`src/rtl/axi4_pkg.sv`:
```
// Shared response codes, read-path state encoding and address decode helper
// for the AXI4 register bank access scheduler.
package axi4_pkg;

    localparam logic [1:0] RESP_OKAY   = 2'b00;
    localparam logic [1:0] RESP_DECERR = 2'b11;

    typedef enum logic [1:0] {
        R_IDLE,
        R_BANK,
        R_HOLD
    } rd_state_t;

    // Operands are widened to 64 bits so callers with any address width up to 64 can share it
    function automatic logic in_range(input logic [63:0] addr,
                                      input logic [63:0] lo,
                                      input logic [63:0] hi);
        return (addr >= lo) && (addr <= hi);
    endfunction

endpackage

```
`src/rtl/rr_arbiter2.sv`:
```
// Two-requester arbiter: round-robin between write and read, with an optional
// fixed write-priority override.
module rr_arbiter2 #(
    parameter int WRITE_FIRST = 0
) (
    input  logic clk,
    input  logic rst_n,
    input  logic req_w,
    input  logic req_r,
    output logic gnt_w,
    output logic gnt_r
);

    logic prefer_w;

    always_comb begin
        gnt_w = 1'b0;
        gnt_r = 1'b0;
        if (req_w && req_r) begin
            if ((WRITE_FIRST != 0) || prefer_w) begin
                gnt_w = 1'b1;
            end else begin
                gnt_r = 1'b1;
            end
        end else begin
            gnt_w = req_w;
            gnt_r = req_r;
        end
    end

    // Only contended grants move the pointer, so an idle side keeps its claim
    always_ff @(posedge clk or negedge rst_n) begin
        if (!rst_n) begin
            prefer_w <= 1'b1;
        end else if (req_w && req_r) begin
            prefer_w <= gnt_r;
        end
    end

endmodule

```
`src/rtl/axi4_regbank_arbiter.sv`:
```
// Schedules committed AXI4 write/read requests onto a single-port register bank
// and returns B and R responses, with address range decode.
module axi4_regbank_arbiter
    import axi4_pkg::*;
#(
    parameter int          DATA_WIDTH  = 32,
    parameter int          ADDR_WIDTH  = 32,
    parameter int          ID_WIDTH    = 4,
    parameter int          RESP_WIDTH  = 2,
    parameter int          DEPTH       = 1024,
    parameter int          IDX_WIDTH   = $clog2(DEPTH),
    parameter logic [31:0] START_ADDR  = 32'h0000_0000,
    parameter logic [31:0] END_ADDR    = 32'h0000_03FF,
    parameter int          WRITE_FIRST = 0
) (
    input  logic                    ACLK,
    input  logic                    ARESETn,
    input  logic                    wr_req_valid,
    output logic                    wr_req_ready,
    input  logic [ID_WIDTH-1:0]     wr_req_id,
    input  logic [ADDR_WIDTH-1:0]   wr_req_addr,
    input  logic [DATA_WIDTH-1:0]   wr_req_data,
    input  logic [DATA_WIDTH/8-1:0] wr_req_strb,
    input  logic                    rd_req_valid,
    output logic                    rd_req_ready,
    input  logic [ID_WIDTH-1:0]     rd_req_id,
    input  logic [ADDR_WIDTH-1:0]   rd_req_addr,
    output logic                    bank_en,
    output logic                    bank_we,
    output logic [IDX_WIDTH-1:0]    bank_addr,
    output logic [DATA_WIDTH-1:0]   bank_wdata,
    output logic [DATA_WIDTH/8-1:0] bank_wstrb,
    input  logic [DATA_WIDTH-1:0]   bank_rdata,
    output logic                    b_valid,
    input  logic                    b_ready,
    output logic [ID_WIDTH-1:0]     b_id,
    output logic [RESP_WIDTH-1:0]   b_resp,
    output logic                    r_valid,
    input  logic                    r_ready,
    output logic [ID_WIDTH-1:0]     r_id,
    output logic [DATA_WIDTH-1:0]   r_data,
    output logic [RESP_WIDTH-1:0]   r_resp
);

    rd_state_t             rd_state;
    rd_state_t             rd_state_next;
    logic                  wr_elig;
    logic                  rd_elig;
    logic                  gnt_w;
    logic                  gnt_r;
    logic                  wr_ok;
    logic                  rd_ok;
    logic [IDX_WIDTH-1:0]  wr_idx;
    logic [IDX_WIDTH-1:0]  rd_idx;
    logic [ID_WIDTH-1:0]   rd_pend_id;
    logic                  rd_pend_ok;

    assign wr_ok  = in_range(64'(wr_req_addr), 64'(START_ADDR), 64'(END_ADDR));
    assign rd_ok  = in_range(64'(rd_req_addr), 64'(START_ADDR), 64'(END_ADDR));
    assign wr_idx = IDX_WIDTH'(wr_req_addr - ADDR_WIDTH'(START_ADDR));
    assign rd_idx = IDX_WIDTH'(rd_req_addr - ADDR_WIDTH'(START_ADDR));

    // A write may issue whenever its B slot is free or being drained this cycle
    assign wr_elig = wr_req_valid && (!b_valid || b_ready);
    assign rd_elig = rd_req_valid &&
                     ((rd_state == R_IDLE) || ((rd_state == R_HOLD) && r_ready));

    rr_arbiter2 #(
        .WRITE_FIRST (WRITE_FIRST)
    ) u_arb (
        .clk   (ACLK),
        .rst_n (ARESETn),
        .req_w (wr_elig),
        .req_r (rd_elig),
        .gnt_w (gnt_w),
        .gnt_r (gnt_r)
    );

    assign wr_req_ready = gnt_w;
    assign rd_req_ready = gnt_r;

    assign bank_en    = (gnt_w && wr_ok) || (gnt_r && rd_ok);
    assign bank_we    = gnt_w && wr_ok;
    assign bank_addr  = gnt_r ? rd_idx : wr_idx;
    assign bank_wdata = wr_req_data;
    assign bank_wstrb = bank_we ? wr_req_strb : '0;

    assign r_valid = (rd_state == R_HOLD);

    always_comb begin
        rd_state_next = rd_state;
        case (rd_state)
            R_IDLE:  if (gnt_r) rd_state_next = R_BANK;
            R_BANK:  rd_state_next = R_HOLD;
            R_HOLD:  if (r_ready) rd_state_next = gnt_r ? R_BANK : R_IDLE;
            default: rd_state_next = R_IDLE;
        endcase
    end

    // Bank read data lands one cycle after the access, so the R registers load in R_BANK
    always_ff @(posedge ACLK or negedge ARESETn) begin
        if (!ARESETn) begin
            rd_state   <= R_IDLE;
            rd_pend_id <= '0;
            rd_pend_ok <= 1'b0;
            r_id       <= '0;
            r_data     <= '0;
            r_resp     <= '0;
        end else begin
            rd_state <= rd_state_next;
            if (gnt_r) begin
                rd_pend_id <= rd_req_id;
                rd_pend_ok <= rd_ok;
            end
            if (rd_state == R_BANK) begin
                r_id   <= rd_pend_id;
                r_data <= rd_pend_ok ? bank_rdata : '0;
                r_resp <= rd_pend_ok ? RESP_WIDTH'(RESP_OKAY) : RESP_WIDTH'(RESP_DECERR);
            end
        end
    end

    always_ff @(posedge ACLK or negedge ARESETn) begin
        if (!ARESETn) begin
            b_valid <= 1'b0;
            b_id    <= '0;
            b_resp  <= '0;
        end else if (gnt_w) begin
            b_valid <= 1'b1;
            b_id    <= wr_req_id;
            b_resp  <= wr_ok ? RESP_WIDTH'(RESP_OKAY) : RESP_WIDTH'(RESP_DECERR);
        end else if (b_ready) begin
            b_valid <= 1'b0;
        end
    end

endmodule

```
`config.mk`:
```
export PLATFORM = sky130hd
export DESIGN_NAME = axi4_regbank_arbiter
export DESIGN_NICKNAME = d
export VERILOG_FILES = /design/src/rtl/axi4_pkg.sv /design/src/rtl/rr_arbiter2.sv /design/src/rtl/axi4_regbank_arbiter.sv
export SDC_FILE = /design/constraint.sdc
export NUM_CORES = 1
export LEC_CHECK = 0
export CAP_MARGIN = 20
export CORE_MARGIN = 2
export CORE_UTILIZATION = 28
export CTS_CLUSTER_DIAMETER = 60
export DETAILED_ROUTE_END_ITERATION = 16
export HOLD_SLACK_MARGIN = 0.1
export PLACE_DENSITY = 0.78
export SETUP_SLACK_MARGIN = 0.05
export SYNTH_ARGS = -nofsm -noshare
export SYNTH_HDL_FRONTEND = slang
export SYNTH_HIERARCHICAL = 1
export SYNTH_SLANG_ARGS = --single-unit
```
`constraint.sdc`:
```
create_clock -name ACLK -period 2 [get_ports ACLK]
set_input_delay 0.4 -clock ACLK [delete_from_list [all_inputs] [get_ports ACLK]]
set_output_delay 0.4 -clock ACLK [all_outputs]
set_load 0.02 [all_outputs]
```
==> results.toml <==
[grt]
grt_max_degree = 43
grt_pass1_vias = 2572
grt_use_total_pct = 16.9
antenna_found_initial = 1
overflow = 0
grt_first_pass_wirelength_um = 13100

[critical_path]
cp_max_fo = 3
critPathRequiredTime_ps = 1600
worstReg2RegStart = "rd_state[1]$_DFFE_PN0P_"
critPathLaunch = "rd_req_valid"
arrival_ps = 1980
path_class = "primary input to output port"
cp-start-kind = "primary input"
crit_path_end_kind = "output port"

[yosys]
synth_cell_types = 30
synth_nets = 407
synth_ff_type = "dfrtp_1"
yosysMostFrequentCell = "nand2_1"
ys_top_cells_by_count = "nand2_1 (68), dfrtp_1 (50), buf_4 (34), o21ai_0 (33), mux2_2 (21)"
syn_avg_cell_area_um2 = 9.80
ys_ff_latch = 51
syn_area_um2 = 2560
ys_warn_count = 6
syn_inst = 261
async_reset_ff_share_pct = 100
synth_area_leaders = "dfrtp_1 (49%), buf_4 (10%), nand2_1 (10%)"
synth_edf_count = 0
netlist.area_leader.share_pct = 48.9
ys_seq_area_share_pct = 50.0
synth_area_leader_cell = "dfrtp_1"

[placement]
gp_congestion = 0.807
dp_hpwl_um = 6770
io_buffers = 177
placedCellCount = 511

[final_layout]
drive_gt1_share_pct = 22.8
area_growth_pct = 81.5
fin_cells = 534
finalNetCount = 570

[hold_path]
hold_start = "r_data[20]$_DFFE_PN0N_"
hold_path.class = "flop to flop"

[timing]
finClkSkew_ps = 6.62
setup_ws_ps = -377
finalCriticalPeriod_ps = 2380
fmax_ghz = 0.421
slew_headroom_pct = 63.6
hold-worst-slack_ps = 491
rsz0062_at_grt = "true"
slew_violations = 0
setup_violations = 17
hold_viol = 0
period_share_pct = 119
worst_slew_pin_slew_ps = 546

[die]
ioPinCount = 242
start_util_pct = 29.0
core_area_um2 = 8810
dieArea_um2 = 9910
fp-row-count = 34
die_w_um = 99.6
die_y_um = 99.6

[clock_network]
clk_path_buf_depth = 2
htreeDepth = 2
cts_tree = "done"
clockRootBuffer = "clkbuf_8"
cts_buffers = 5
insertion_delay_ps = 300
numClockSinks = 51
cts.clk_slew.worst_paths_ps = 90

[power_and_ir_drop]
p_per_area_nw_per_um2 = 791
peakVddDrop_v = 0.000413
cellLeakagePower_nw = 1.93

[detailed_routing]
wl_um = 8480
drc = 0
dr_total_vias = 2448
drt_iter0_drc = 48
viasPerCell = 4.58
ant_nets = 0
drtPass1Iterations = 6
post_drt_wl_per_cell_um = 15.9

[run]
max-cap-violations = 0

[outcome]
violations = "setup timing"
status = "complete, but fails checks"
==> final cells by class <==
cell class | count | area [um^2]
Multi-Input combinational cell | 158 | 1040
Tap cell | 108 | 135
Fill cell | 784 | 4170
Sequential cell | 51 | 1280
Clock inverter | 3 | 43.8
Inverter | 3 | 18.8
Clock buffer | 5 | 68.8
Antenna cell | 1 | 2.50
Timing Repair Buffer | 205 | 2050
==> what timing repair did <==
item	in CTS	in global routing
endpoints found under the hold margin	20	0
hold buffers	1	0
endpoints found under the setup margin	23	21
pin swaps	10	8
setup buffers	12	3
resized for setup	119	7
cloned	1	0
==> cell usage in the layout, fill, tap and decap left out, drive strengths merged <==
master / count
a21oi: 1
nor4b: 2
dfrtp: 50
o21bai: 1
nor4: 8
a21bo: 1
nor2: 3
dlygate4sd3: 1
o22ai: 1
buf: 46
bufinv: 1
xnor2: 1
nor2b: 1
diode: 1
clkbuf: 5
nand2b: 3
mux2: 22
inv: 3
nor3: 2
nand2: 68
dlygate4sd2: 3
and2: 7
clkdlybuf4s15: 1
dfstp: 1
clkinv: 2
a21boi: 2
dlymetal6s2s: 1
nand4: 2
o21ai: 33
clkdlybuf4s50: 153
==> worst paths after layout <==
check                                             to  slack (ps)  cells after the start
max                                          bank_en        -380                      7
min                           r_data[20]$_DFFE_PN0N_         490                      2
max reg2reg                rd_pend_id[1]$_DFFE_PN0P_         180                      7
min reg2reg                   r_data[20]$_DFFE_PN0N_         490                      2
max in group asynchronous      r_resp[0]$_DFFE_PN0N_         840                      3
min in group asynchronous        r_id[3]$_DFFE_PN0N_         630                      2
==> metal layers <==
layer	track usage (%)	wire length (um)	up-vias
met5	0	0	-
met4	7.48	251	0
met3	5.48	743	18
met2	30.6	4450	152
met1	18.0	3040	1125
li1	-	-	1153
==> where the power goes <==
part           leakage [nW]  switching, mW  internal (mW)
Combinational          1.21          0.711          0.945
Sequential            0.669         0.0988           1.20
Clock                0.0581          0.338          0.373
==> kinds of logic after synthesis <==
group           count (synthesis)  synth area share (%)
flops                          51                  50.0
buf+inv                        52                  13.6
xor+xnor                        1                 0.343
compound gates                 39                  8.17
simple gates                   96                  18.2
mux                            22                  9.69
==> worst max-delay path: stages <==
cell and delay, ps:
clkdlybuf4s50_1 470, and2_4 160, a21boi_4 230, nor4b_2 230, nand4_1 190, o21bai_4 170, buf_6 130
==> state kept, by name, summed over array words and instances (netlist names) <==
register	flops
b_valid	1
u_arb/prefer_w	1
r_resp	1
rd_state	2
b_resp	1
r_data	32
r_id	4
rd_pend_id	4
rd_pend_ok	1
b_id	4
==> stage by stage <==
stage	area, um^2	total power [mW]	util, %	worst slack [ps]	setup TNS, ps
after global placement	4350	2.81	49.4	-1070	-18780
after floorplan	2670	2.22	-	-248	-1240
after detailed placement	4350	2.83	49.4	-1100	-19440
final	4640	3.67	52.7	-377	-4930
after CTS	4630	3.72	52.5	-412	-5510
after global routing	4640	3.88	52.7	-500	-6510
(Power assumes the default switching activity.)
